File: config.mk
export PLATFORM = sky130hd
export DESIGN_NAME = fcfs_rr_arbiter
export DESIGN_NICKNAME = d
export VERILOG_FILES = /design/src/rtl/fcfs_rr_arbiter.sv
export SDC_FILE = /design/constraint.sdc
export NUM_CORES = 1
export LEC_CHECK = 0
export CORE_UTILIZATION = 30
export CTS_CLUSTER_DIAMETER = 80
export CTS_CLUSTER_SIZE = 10
export DETAILED_ROUTE_END_ITERATION = 10
export HOLD_SLACK_MARGIN = 0.15
export PLACE_DENSITY = 0.51
export SYNTH_ARGS = -nofsm -noshare
export SYNTH_HDL_FRONTEND = slang
export SYNTH_SLANG_ARGS = --single-unit
File: constraint.sdc
create_clock -name clk_i -period 7.1 [get_ports clk_i]
set_clock_uncertainty 0.2 [all_clocks]
set_input_delay 0.71 -clock clk_i [delete_from_list [all_inputs] [get_ports clk_i]]
set_output_delay 0.71 -clock clk_i [all_outputs]
set_load 0.005 [all_outputs]
File: src/rtl/fcfs_rr_arbiter.sv
// Purpose: first-come-first-served arbiter sharing one resource among N requesters. Same-edge
//          arrivals are ordered round-robin after the last grantee, and each tenure is bounded.
// Latency: 1 cycle from first sampled req to grant. Hand-off on release costs no dead cycle.
// Backpressure: none. Requesters hold req high until granted, and the queue cannot overflow.
// Ports:
//   clk_i, rst_ni   rising-edge clock, asynchronous active-low reset
//   req_i           per-requester request level
//   grant_o         registered one-hot grant (all-zero when idle)
//   grant_id_o      index of the holder, 0 when no grant
//   grant_valid_o   OR of grant_o
//   pending_o       number of queued IDs, stale entries included
module fcfs_rr_arbiter #(
  parameter int N        = 4,
  parameter int IDW      = 2,
  parameter int HOLD_MAX = 8
) (
  input  logic           clk_i,
  input  logic           rst_ni,
  input  logic [N-1:0]   req_i,
  output logic [N-1:0]   grant_o,
  output logic [IDW-1:0] grant_id_o,
  output logic           grant_valid_o,
  output logic [IDW:0]   pending_o
);

  localparam int CW = IDW + 1;
  localparam int HW = (HOLD_MAX > 1) ? $clog2(HOLD_MAX) : 1;

  typedef enum logic {IDLE, GRANT} state_e;

  state_e         state_q, state_d;
  logic [N-1:0]   grant_q, grant_d;
  logic [IDW-1:0] id_q, id_d;
  logic [IDW-1:0] last_q, last_d;
  logic [HW-1:0]  hold_q, hold_d;
  logic [N-1:0]   queued_q, queued_d;
  logic [IDW-1:0] q_q [N];
  logic [IDW-1:0] q_d [N];
  logic [CW-1:0]  cnt_q, cnt_d;

  logic [N-1:0]   new_req;
  logic           holding, release_hit, expire;
  logic           handoff;
  logic [IDW-1:0] head;
  logic [IDW-1:0] idx;

  // The holder is never queued and an already-queued ID never gets a second entry.
  assign new_req     = req_i & ~queued_q & ~grant_q;
  assign holding     = (state_q == GRANT);
  assign release_hit = holding & ~req_i[id_q];
  assign expire      = holding & req_i[id_q] & (HOLD_MAX != 0) &
                       (hold_q == HW'(HOLD_MAX - 1));

  always_comb begin
    q_d      = q_q;
    cnt_d    = cnt_q;
    queued_d = queued_q | new_req;
    state_d  = state_q;
    grant_d  = grant_q;
    id_d     = id_q;
    last_d   = last_q;
    hold_d   = hold_q;
    handoff  = 1'b0;
    head     = '0;
    idx      = '0;

    // Append new arrivals in round-robin order, starting just after the last grantee.
    for (int k = 1; k <= N; k++) begin
      idx = IDW'((int'(last_q) + k) % N);
      if (new_req[idx]) begin
        for (int j = 0; j < N; j++) begin
          if (cnt_d == CW'(j)) q_d[j] = idx;
        end
        cnt_d = cnt_d + CW'(1);
      end
    end

    if (!holding || release_hit) begin
      handoff = 1'b1;
    end else if (expire && cnt_d != '0) begin
      // Tenure expired with someone waiting, so the holder goes to the back of the line.
      for (int j = 0; j < N; j++) begin
        if (cnt_d == CW'(j)) q_d[j] = id_q;
      end
      cnt_d    = cnt_d + CW'(1);
      queued_d = queued_d | grant_q;
      handoff  = 1'b1;
    end

    if (handoff) begin
      grant_d = '0;
      id_d    = '0;
      hold_d  = '0;
      state_d = IDLE;
      if (cnt_d != '0) begin
        head = q_d[0];
        for (int j = 0; j < N - 1; j++) q_d[j] = q_d[j+1];
        q_d[N-1]       = '0;
        cnt_d          = cnt_d - CW'(1);
        queued_d[head] = 1'b0;
        // A head whose req has since dropped is stale. It is discarded, and this cycle stays idle.
        if (req_i[head]) begin
          grant_d[head] = 1'b1;
          id_d          = head;
          last_d        = head;
          state_d       = GRANT;
        end
      end
    end else if (expire) begin
      // Expired but nobody waiting, so the tenure restarts for the same holder.
      hold_d = '0;
      last_d = id_q;
    end else begin
      hold_d = hold_q + HW'(1);
    end
  end

  always_ff @(posedge clk_i or negedge rst_ni) begin
    if (!rst_ni) begin
      state_q  <= IDLE;
      grant_q  <= '0;
      id_q     <= '0;
      last_q   <= IDW'(N - 1);
      hold_q   <= '0;
      queued_q <= '0;
      cnt_q    <= '0;
      for (int j = 0; j < N; j++) q_q[j] <= '0;
    end else begin
      state_q  <= state_d;
      grant_q  <= grant_d;
      id_q     <= id_d;
      last_q   <= last_d;
      hold_q   <= hold_d;
      queued_q <= queued_d;
      cnt_q    <= cnt_d;
      for (int j = 0; j < N; j++) q_q[j] <= q_d[j];
    end
  end

  assign grant_o       = grant_q;
  assign grant_id_o    = id_q;
  assign grant_valid_o = |grant_q;
  assign pending_o     = cnt_q;

endmodule

==> summary.txt <==
Timing
  • Worst slew margin: 0.4684
  • Final Max Slew Viols: 0
  • Finish-stage setup viols: 0
  • Minimum clock period: 6.542 ns
  • Setup TNS: 0 ns
  • FMAX: 152.9 MHz
  • Tcrit/Tclk final: 0.9214
  • Slew @ Worst Pin: 0.7863 ns
  • Final Hold Vio Count: 0
  • RSZ-0062 raised after global routing: no

Critical path
  • Worst R2R Path Depth: 23
  • Reg2reg setup slack: 0.97 ns
  • CP Launch Type: input pin
  • Critical Path Fanout Max: 9
  • R2r startpoint: last_q[1]$_DFFE_PN1P_
  • Setup CP Type: input pin to flop
  • WP data required: 7.11 ns
  • Setup crit start: req_i[1]
  • Worst r2r dst: last_q[1]$_DFFE_PN1P_
  • Crit. End Element: flop
  • Crit path to: last_q[1]$_DFFE_PN1P_
  • Arrival @ worst endpoint: 6.55 ns

Yosys
  • Cell variety after synth: 71
  • EDFF count, synth: 0
  • Avg Inst Size Synth: 9.103 um2
  • Fraction of synthesized cell area taken by the top area cell type: 0.2283
  • Warnings from Yosys: 0
  • Adder-cell area share of the yosys netlist: 0.1416
  • Mapped Nets: 338
  • Seq/Total Area, Yosys: 0.2475
  • #FFs+latches synth: 27
  • Post-synthesis mux area share: 0.1247
  • Synth Flop Type: dfrtp_1
  • Synth area leaders: dfrtp_1 23%, ha_1 14%, mux4_2 4.1%
  • Mapped cell area: 2740 um2
  • Simple-gate share of the synthesized area: 0.2201
  • Synth Area in Compound Gates: 0.1886
  • Asr flop ratio synth: 1.000
  • Syn Inst Count: 301
  • Area leader, netlist: dfrtp_1
  • Synth Area in XOR/XNOR: 0.02785
  • Main combinational cell family by area after synthesis: simple AND/OR/NAND/NOR gates

Clock network
  • H-tree levels: 1
  • Reg clk slew, reported paths: 0.10 ns
  • CTS buffer count: 3
  • Bufs on Longest Clock Path: 2
  • Worst-skew pair later-pin latency: 0.28 ns
  • CTS tree: done
  • Cts hold-fix bufs: 0
  • Total clock sinks: 27
  • CTS Root Cell: clkbuf_8

Floorplanning
  • Initial Util: 0.3127
  • Die area: 9520 um2
  • Core area: 8763 um2
  • IO Count: 16
  • Die H: 97.57 um
  • Row cnt: 34
  • Chip Width: 97.57 um

Finish
  • Layout cells sized above 1: 0.1321
  • Fillers: 919
  • Most common cell after layout, fill and taps aside: ha_1
  • # diodes: 0
  • Commonest cells after routing, fill and taps aside: 31 x ha_1, 26 x nand2_1, 25 x dfrtp_1, 23 x nor2_1, 19 x inv_1
  • Nets@finish: 356
  • Synth-to-Final Area Change: 12.65%

GRT
  • Global-route wire length before repair: 11980 um
  • GRT Overall Usage: 0.1563
  • Largest net degree at the start of global routing: 28
  • Grt ovf: 0
  • Initial antenna violation count: 0
  • Vias in the first global route: 2176

Outcome
  • Status: finished clean

Routing
  • Post-route ant nets: 0
  • First DRT Iteration DRCs: 86
  • Via count: 2279
  • Vias per cell: 5.350
  • DRT Wirelength: 7121 um
  • 1st-pass router iterations: 4
  • DR DRC count: 0
  • Wire per inst: 16.72 um

Placed design
  • Port bufs: 15
  • HPWL Detailed: 5507 um
  • Final Wtd Congestion: 0.8069

Run
  • Number of max-cap violations: 0

Min path
  • HP Class: flop to flop
==> state kept, by name, summed over array words and instances, names as in the netlist <==
register    count
last_q          2
q_q             8
queued_q        4
grant_o         4
holding         1
hold_q          3
pending_o       3
grant_id_o      2
==> cells in the mapped netlist (all sizes together), types with 2 or more instances <==
master,number
and4,2
dfstp,2
o21ai,10
o211ai,3
a221o,2
dfrtp,25
a32oi,2
a2bb2oi,2
nand2,26
buf,7
nor3,4
nor3b,5
a21oi,14
o2bb2ai,2
xor2,5
and3,4
nand3b,2
nor2b,8
a221oi,3
or3,2
mux2,10
mux2i,10
ha,31
a32o,4
nor2,23
a31oi,3
mux4,5
o22ai,3
nand3,18
clkbuf,4
or3b,2
and2,10
xnor2,2
a211oi,3
inv,21
a22o,5
==> through the flow <==
step	area (um2)	worst slack, ns	utilization	hold WS [ns]	instances
CTS	3067	0.5333	0.3499	0.2432	424
global placement	3020	0.4413	0.3447	0.2269	420
finish	3087	0.5583	0.3522	0.2402	426
detailed placement	3020	0.2758	0.3447	0.2284	420
global route	3087	0.001091	0.3522	0.2502	426
floorplan	2740	1.324	-	0.2099	301
==> routing by layer <==
layer  part of all wire  global-route usage  vias to the layer above  wire length (um)
met2               0.48              0.2544                       34              3404
met5                  0                   0                        -                 0
li1                   -                   -                     1139                 -
met4             0.0080             0.03394                        0                57
met3              0.016            0.006475                        4               116
met1               0.50              0.2289                     1102              3542
==> worst max-delay path, stage by stage <==
cell and delay [ns]:
clkdlybuf4s50_1 0.55, nor3b_2 0.39, mux4_2 0.47, nor2_1 0.06
a21oi_1 0.23, inv_1 0.11, ha_1 0.28, nand2_1 0.04
o21ai_0 0.19, inv_1 0.13, ha_1 0.28, mux2_2 0.30
inv_1 0.09, ha_1 0.22, mux2i_1 0.31, inv_1 0.11
ha_1 0.24, a21oi_2 0.33, xor2_1 0.16, ha_1 0.27
ha_1 0.26, inv_1 0.09, nand2_1 0.05, or3b_1 0.38
nand3_2 0.08, mux2i_1 0.19
==> kinds of logic (layout without fill, tap and decap cells) <==
kind of cell    after synthesis  in the layout
fa+ha+maj                    31             31
mux                          25             25
flops                        27             27
xor+xnor                      7              7
buf+inv                      32             49
compound gates               67             67
simple gates                112            112
==> layout make-up <==
cell class              instances  area (um2)  share of cell area
multi-input cells             242        1931              0.6255
clock buffers                   3       41.29             0.01338
repair buffers                 24       217.7             0.07053
flip-flops and latches         27       678.2              0.2197
clock inverters                 1       5.005            0.001621
well taps                     108       135.1             0.04378
inverters                      21       78.83             0.02554
==> what timing repair did <==
action	in CTS	in global routing
resized for setup	0	1
setup buffers	0	2
endpoints found under the setup margin	0	1
==> worst min-delay path by stage <==
stage,from,to,slack [ns],cells past startpoint
2_1_floorplan,rst_ni,grant_id_o[0]$_DFFE_PN0N_,0.21,0
3_3_place_gp,hold_q[0]$_DFF_PN0_,hold_q[0]$_DFF_PN0_,0.23,1
3_5_place_dp,hold_q[0]$_DFF_PN0_,hold_q[0]$_DFF_PN0_,0.23,1
4_1_cts,hold_q[0]$_DFF_PN0_,hold_q[0]$_DFF_PN0_,0.24,1
5_1_grt,hold_q[0]$_DFF_PN0_,hold_q[0]$_DFF_PN0_,0.25,1
6_report,hold_q[0]$_DFF_PN0_,hold_q[0]$_DFF_PN0_,0.24,1
Power is not shown: default switching activity piles up to over one toggle a cycle in this logic, so the estimate is an artifact.
